[config.mk]
export PLATFORM = sky130hd
export DESIGN_NAME = shift_word_receiver_flat
export DESIGN_NICKNAME = d
export VERILOG_FILES = /design/src/rtl/shift_word_receiver_if.sv /design/src/rtl/shift_word_receiver.sv /design/src/flat_wrapper.sv
export SDC_FILE = /design/constraint.sdc
export NUM_CORES = 1
export LEC_CHECK = 0
export BUFFER_PORTS_ARGS = -buffer_cell sky130_fd_sc_hd__buf_2
export CAP_MARGIN = 20
export CORE_MARGIN = 1.5
export CORE_UTILIZATION = 33
export CTS_CLUSTER_DIAMETER = 200
export DETAILED_ROUTE_END_ITERATION = 10
export SETUP_SLACK_MARGIN = 0.15
export SYNTH_ARGS = -nofsm -noshare
export SYNTH_HDL_FRONTEND = slang
export SYNTH_SLANG_ARGS = --single-unit
[constraint.sdc]
create_clock -name clockPulse -period 2.9 [get_ports clockPulse]
set_input_delay 0.58 -clock clockPulse [delete_from_list [all_inputs] [get_ports clockPulse]]
set_output_delay 0.58 -clock clockPulse [all_outputs]
set_load 0.05 [all_outputs]
[src/rtl/shift_word_receiver_if.sv]
// Serial-in / word-out bus between a bit source, the word receiver and its consumer.
// The receiver takes the slave side; the driving environment takes the master side.
interface shift_word_receiver_if #(
  parameter int WIDTH = 4
);
  logic             Clear;
  logic             SerialIn;
  logic             SerialValid;
  logic             Direction;
  logic             WordAck;
  logic [WIDTH-1:0] dataBus;
  logic             WordReady;
  logic             Overrun;
  logic [2:0]       BitCount;

  modport master (
    output Clear, SerialIn, SerialValid, Direction, WordAck,
    input  dataBus, WordReady, Overrun, BitCount
  );

  modport slave (
    input  Clear, SerialIn, SerialValid, Direction, WordAck,
    output dataBus, WordReady, Overrun, BitCount
  );
endinterface

[src/rtl/shift_word_receiver.sv]
// Assembles WIDTH serial bits (MSB- or LSB-first) into a word and presents it
// through a one-entry output buffer with acknowledge and sticky overrun.
module shift_word_receiver #(
  parameter int WIDTH = 4
) (
  input logic                 clockPulse,
  input logic                 Reset,
  shift_word_receiver_if.slave bus
);

  typedef enum logic {IDLE, COLLECT} collState_t;
  typedef enum logic {EMPTY, FULL}   bufState_t;

  localparam logic [2:0] LastCount = 3'(WIDTH - 1);

  collState_t       collState, collNext;
  bufState_t        bufState, bufNext;
  logic [WIDTH-1:0] shReg, shNext;
  logic [WIDTH-1:0] dataReg, dataNext;
  logic [WIDTH-1:0] wordVal;
  logic [2:0]       cntReg, cntNext;
  logic             dirReg, dirNext, dirUse;
  logic             ovrReg, ovrNext;
  logic             wordDone;

  function automatic logic [WIDTH-1:0] shiftIn(input logic [WIDTH-1:0] cur,
                                               input logic lsbFirst,
                                               input logic bitIn);
    return lsbFirst ? {bitIn, cur[WIDTH-1:1]} : {cur[WIDTH-2:0], bitIn};
  endfunction

  // The first bit of a word uses the live Direction; the rest use the latched copy.
  always_comb begin
    dirUse  = (collState == IDLE) ? bus.Direction : dirReg;
    wordVal = shiftIn(shReg, dirUse, bus.SerialIn);
  end

  always_comb begin
    collNext = collState;
    cntNext  = cntReg;
    shNext   = shReg;
    dirNext  = dirReg;
    wordDone = 1'b0;
    if (bus.Clear) begin
      collNext = IDLE;
      cntNext  = 3'd0;
      shNext   = '0;
    end else if (bus.SerialValid) begin
      if (cntReg == LastCount) begin
        wordDone = 1'b1;
        collNext = IDLE;
        cntNext  = 3'd0;
        shNext   = '0;
      end else begin
        collNext = COLLECT;
        cntNext  = cntReg + 3'd1;
        shNext   = wordVal;
        if (collState == IDLE) dirNext = bus.Direction;
      end
    end
  end

  always_ff @(posedge clockPulse or posedge Reset) begin
    if (Reset) begin
      collState <= IDLE;
      cntReg    <= 3'd0;
      shReg     <= '0;
      dirReg    <= 1'b0;
    end else begin
      collState <= collNext;
      cntReg    <= cntNext;
      shReg     <= shNext;
      dirReg    <= dirNext;
    end
  end

  // An ack on the completing edge frees the slot just in time for the new word.
  always_comb begin
    bufNext  = bufState;
    dataNext = dataReg;
    ovrNext  = ovrReg;
    if (bufState == EMPTY) begin
      if (wordDone) begin
        dataNext = wordVal;
        bufNext  = FULL;
      end
    end else begin
      if (wordDone && bus.WordAck) begin
        dataNext = wordVal;
      end else if (wordDone) begin
        ovrNext = 1'b1;
      end else if (bus.WordAck) begin
        bufNext = EMPTY;
      end
    end
  end

  always_ff @(posedge clockPulse or posedge Reset) begin
    if (Reset) begin
      bufState <= EMPTY;
      dataReg  <= '0;
      ovrReg   <= 1'b0;
    end else begin
      bufState <= bufNext;
      dataReg  <= dataNext;
      ovrReg   <= ovrNext;
    end
  end

  assign bus.dataBus   = dataReg;
  assign bus.WordReady = (bufState == FULL);
  assign bus.Overrun   = ovrReg;
  assign bus.BitCount  = cntReg;

endmodule

[src/flat_wrapper.sv]
// flat-port wrapper written by rule: the top's interface ports become plain ports
module shift_word_receiver_flat 
#(
  parameter int WIDTH = 4
)
  (clockPulse, Reset, bus_Clear, bus_SerialIn, bus_SerialValid, bus_Direction, bus_WordAck, bus_dataBus, bus_WordReady, bus_Overrun, bus_BitCount);
  shift_word_receiver_if #(.WIDTH(WIDTH)) bus_i ();
  input logic clockPulse;
  input logic Reset;
  input wire logic [$bits(bus_i.Clear)-1:0] bus_Clear;
  input wire logic [$bits(bus_i.SerialIn)-1:0] bus_SerialIn;
  input wire logic [$bits(bus_i.SerialValid)-1:0] bus_SerialValid;
  input wire logic [$bits(bus_i.Direction)-1:0] bus_Direction;
  input wire logic [$bits(bus_i.WordAck)-1:0] bus_WordAck;
  output wire logic [$bits(bus_i.dataBus)-1:0] bus_dataBus;
  output wire logic [$bits(bus_i.WordReady)-1:0] bus_WordReady;
  output wire logic [$bits(bus_i.Overrun)-1:0] bus_Overrun;
  output wire logic [$bits(bus_i.BitCount)-1:0] bus_BitCount;
  assign bus_i.Clear = bus_Clear;
  assign bus_i.SerialIn = bus_SerialIn;
  assign bus_i.SerialValid = bus_SerialValid;
  assign bus_i.Direction = bus_Direction;
  assign bus_i.WordAck = bus_WordAck;
  assign bus_dataBus = bus_i.dataBus;
  assign bus_WordReady = bus_i.WordReady;
  assign bus_Overrun = bus_i.Overrun;
  assign bus_BitCount = bus_i.BitCount;
  shift_word_receiver #(.WIDTH(WIDTH)) u_core (.clockPulse(clockPulse), .Reset(Reset), .bus(bus_i));
endmodule
## Word-level counts from Yosys, hierarchy flattened

Index checks and enable logic that the tools add are counted.

- Register bits after elaboration: 15
- Input bits: 7
- Output and inout bits: 9
- Logic and storage cells: 41

- Add/sub/neg operators: 1
- Equal/unequal tests: 2
- Muxes and demuxes: 22
- Bitwise operators: 3
- Reduce and logical (&&, ||, !) cells: 6

Operator list:

| operator | count |
|---|---|
| 2-to-1 mux 4 bit | 7 |
| 2-to-1 mux 1 bit | 12 |
| 2-to-1 mux 3 bit | 3 |
| AND reduction 3 bit | 2 |
| nonzero test 2 bit | 2 |
| adder 3 x 1 -> 3 bit, second input constant | 1 |
| == test 3 x 2 -> 1 bit, second input constant | 1 |
| inverter 1 bit | 3 |
| inequality test 2 bit, second input constant | 1 |
| AND reduction 2 bit | 1 |
| logical AND 1 bit | 1 |

## Longest topological paths before layout

- Depth in word-level cells: 7
- Mapped depth: 5
- Depth with buffers taken out: 4

## Worst setup path after synthesis

Ideal clock, no wire load.

- Path kind: register to register
- Start point: reg u_core.cntReg[0], in the netlist u_core.bus.BitCount[0]
- End point: reg u_core.dataReg[3], in the netlist u_core.bus.dataBus[3]
- Setup time: 125 ps
- Arrival: 1610 ps
- Required time: 2775 ps
- Setup slack: 1165 ps
- Stages on the path, launching flop included: 6
- Buffers on the path: 1
- Clock period less this slack: 1735 ps
- Cell sequence: dfrtp_1 > ha_1 > nand4bb_1 > nor2b_1 > buf_2 > mux2_4

- Cells in the longest elaborated chain, start to end: 7
- Elaborated cells on any way between the ends: 8
- Those cells by class: eq/ne: 2; mux: 3; reduce/logical: 3

Ends and longest elaborated chain:

| item | RTL line | RTL |
|---|---|---|
| start, declared | shift_word_receiver.sv:21 | `logic [2:0] cntReg, cntNext;` |
| start signal, assigned | shift_word_receiver.sv:71 | `cntReg <= cntNext;` |
| == test 3 x 2 -> 1 bit * | shift_word_receiver.sv:49 | `if (cntReg == LastCount) begin` |
| 2-to-1 mux 1 bit * | shift_word_receiver.sv:49 |  |
| 2-to-1 mux 1 bit * | shift_word_receiver.sv:48 | `end else if (bus.SerialValid) begin` |
| 2-to-1 mux 1 bit * | shift_word_receiver.sv:44 | `if (bus.Clear) begin` |
| logical AND 1 bit | shift_word_receiver.sv:88 | `if (wordDone && bus.WordAck) begin` |
| inequality test 2 bit (no line) | - |  |
| AND reduction 2 bit (no line) * | - |  |
| end signal, assigned | shift_word_receiver.sv:105 | `dataReg <= dataNext;` |
| end, declared | shift_word_receiver.sv:19 | `logic [WIDTH-1:0] dataReg, dataNext;` |

Every way passes the cells marked *; elsewhere a longest branch is shown, timed or not.
A chain may end at the register's enable or synchronous reset.

## Worst setup path after layout

Ends and elaborated chain as after synthesis.

==> flow_summary.yaml <==
logic_synthesis:
  postSynthAreaPerCell_sq_um: 11.9
  yosys_warnings: 0
  yosysSeqAreaShare: 0.565
  syn_nets: 64
  synthCells: 56
  synthDistinctLibCells: 18
  syn_area_sq_um: 664
  ys_seq_elements: 15
grt:
  grt_pass1_vias: 379
  globalRouteOverflowTotal: 0
  grt_antenna_before_repair: 0
  grt_max_degree: 16
  groute.usage.overall: 0.114
  grt_pass1_wl_um: 1750
power:
  leakagePower_nw: 0.398
  p_switching_mw: 0.166
  power_mw: 0.485
  pwr-share-comb: 0.256
  power_density_nw_per_um2: 611
  switching_share: 0.342
  ir_worst_vdd_v: 0.000269
  clock_power_share: 0.244
  p_int_mw: 0.319
  p_seq_frac: 0.501
clock_tree:
  clkTransAtPathRegs_ns: 0.08
  cts-buffers-inserted: 3
  cts_sinks: 15
  cts_max_level: 1
  clk_latency_ns: 0.28
  ctsResizeCount: 0
  cts_hold_buf: 0
  cts_buffer_depth: 2
  cts_setup_buffers: 0
  cts-root-buf: "clkbuf_4"
  cts_tree: "built"
placed_design:
  placed_area_sq_um: 768
  dp_hpwl_um: 847
  dp.cells: 97
  pre_cts_ws_ns: 1.07
  port_buffers: 15
  gp_congestion: 0.632
routing:
  ant_nets: 0
  wl_per_cell_um: 11.1
  dr.pass1.iters: 4
  vias: 448
  detail_route.vias_per_cell: 4.44
  drc: 0
  drt_iter0_markers: 6
  drt_wl_total_um: 1120
critical_path:
  critPathMaxFanout: 4
  worst-endpoint-arrival_ns: 1.82
  worstPathCellList: "ha_1 > nand4bb_1 > nor2b_1 > mux2_4"
  slowest_delay_ns: 0.42
  start_kind: "flop"
  cp_data_required_time_ns: 3.07
  worst-path-buf-inv: 0
  crit_path_top_delay_cell: "nor2b_1"
  cpLargestDelayFamily: "simple AND/OR/NAND/NOR gates"
  endpoint_kind: "flop"
  crit_type: "reg -> reg"
timing:
  setup_viol: 0
  hold_slack_ns: 0.336
  slew_headroom: 0.620
  worst_pin_slew_ns: 0.570
  post-route-period-util: 0.569
  skew_ns: 0.00305
  rsz0062_at_grt: "false"
  final_hold_viol_count: 0
  drv_slew: 0
  max_freq_mhz: 606
  period_minus_slack_ns: 1.65
  setup_ws_ns: 1.25
  fin_tns_setup_ns: 0
cells_and_area:
  fill_cells: 202
  diodes: 0
  seq_area_sq_um: 375
  fin_area_sq_um: 795
  multi_input_area_sq_um: 265
  drive_above_1_share: 0.284
  fin_nets: 83
  final_cell_mix: "buf_2, dfrtp_1, nand2_1"
  syn_to_final_growth_pct: 19.6
  final_cells: 101
  final_core_util: 0.413
die:
  row_count: 16
  io_pins: 16
  die_x_um: 47.9
  die_h_um: 47.9
  die-area_sq_um: 2290
  start_util: 0.346
  core_sq_um: 1920
min_path:
  min_path_type: "in -> async"
outcome:
  outcome: "completed"
flow_run:
  maxCapViolCount: 0
==> power groups by stage <==
| stage | Clock, mW | Sequential, mW | Combinational, mW |
|---|---|---|---|
| floorplan | 0 | 0.301 | 0.0397 |
| finish | 0.118 | 0.243 | 0.124 |
| detailed placement | 0 | 0.248 | 0.125 |
| CTS | 0.125 | 0.244 | 0.125 |
| global placement | 0 | 0.247 | 0.124 |
| global route | 0.132 | 0.246 | 0.132 |
==> kinds of logic after synthesis <==
group,synth area share
AND/OR/NAND/NOR,0.111
multiplexers,0.185
adder cells (fa/ha/maj),0.0188
buffers and inverters,0.0358
flip-flops,0.565
AO/OA/AOI/OAI,0.0848
==> final cells by class <==
type / count / area share
Clock buffer: 4 / 0.0331
Inverter: 5 / 0.0236
Multi-Input combinational cell: 35 / 0.334
Tap cell: 27 / 0.0425
Timing Repair Buffer: 15 / 0.0945
Sequential cell: 15 / 0.472
==> synth_stat cells <==
cell,count,area (sq um)
a211oi_1,1,7.51
a21oi_1,1,5.00
a31oi_1,1,6.26
a32o_1,1,10.0
buf_2,1,5.00
dfrtp_1,15,375
ha_1,1,12.5
inv_1,5,18.8
mux2_4,2,30.0
mux2i_1,7,70.1
mux2i_4,1,22.5
nand2_1,8,30.0
nand2b_1,2,12.5
nand4bb_1,1,11.3
nor2_1,2,7.51
nor2b_1,2,12.5
o21ai_0,4,20.0
o21bai_1,1,7.51
==> flip-flops by register name (all words and copies together) (netlist names) <==
signal,flops
u_core.bus.Overrun,1
u_core.collState,1
u_core.shReg,4
u_core.dirReg,1
u_core.bus.WordReady,1
u_core.bus.BitCount,3
u_core.bus.dataBus,4
==> worst register-to-register path, stage by stage, from the launching register on <==
cell,delay (ns)
dfrtp_1,0.40
ha_1,0.21
nand4bb_1,0.16
nor2b_1,0.42
mux2_4,0.34
==> final timing paths <==
kind	depth (start not counted)	start	slack [ns]	endpoint
setup reg to reg	4	u_core.bus.BitCount[0]$_DFFE_PP0P_	1.25	u_core.bus.dataBus[3]$_DFFE_PP0P_
max in group asynchronous	2	Reset	2.19	u_core.bus.dataBus[3]$_DFFE_PP0P_
hold reg to reg	1	u_core.bus.Overrun$_DFFE_PP0P_	0.48	u_core.bus.Overrun$_DFFE_PP0P_
hold / removal	2	Reset	0.34	u_core.bus.BitCount[0]$_DFFE_PP0P_
min in group clockPulse	1	u_core.bus.Overrun$_DFFE_PP0P_	0.48	u_core.bus.Overrun$_DFFE_PP0P_
setup / recovery	4	u_core.bus.BitCount[0]$_DFFE_PP0P_	1.25	u_core.bus.dataBus[3]$_DFFE_PP0P_
==> layer usage <==
layer	vias to the layer above	wire, um	GRT usage
met3	4	41	0.0226
met1	204	573	0.160
met5	-	0	0
met4	0	30	0.0811
li1	227	-	-
met2	13	477	0.155
Note: power is estimated with default switching activity, not from simulation.
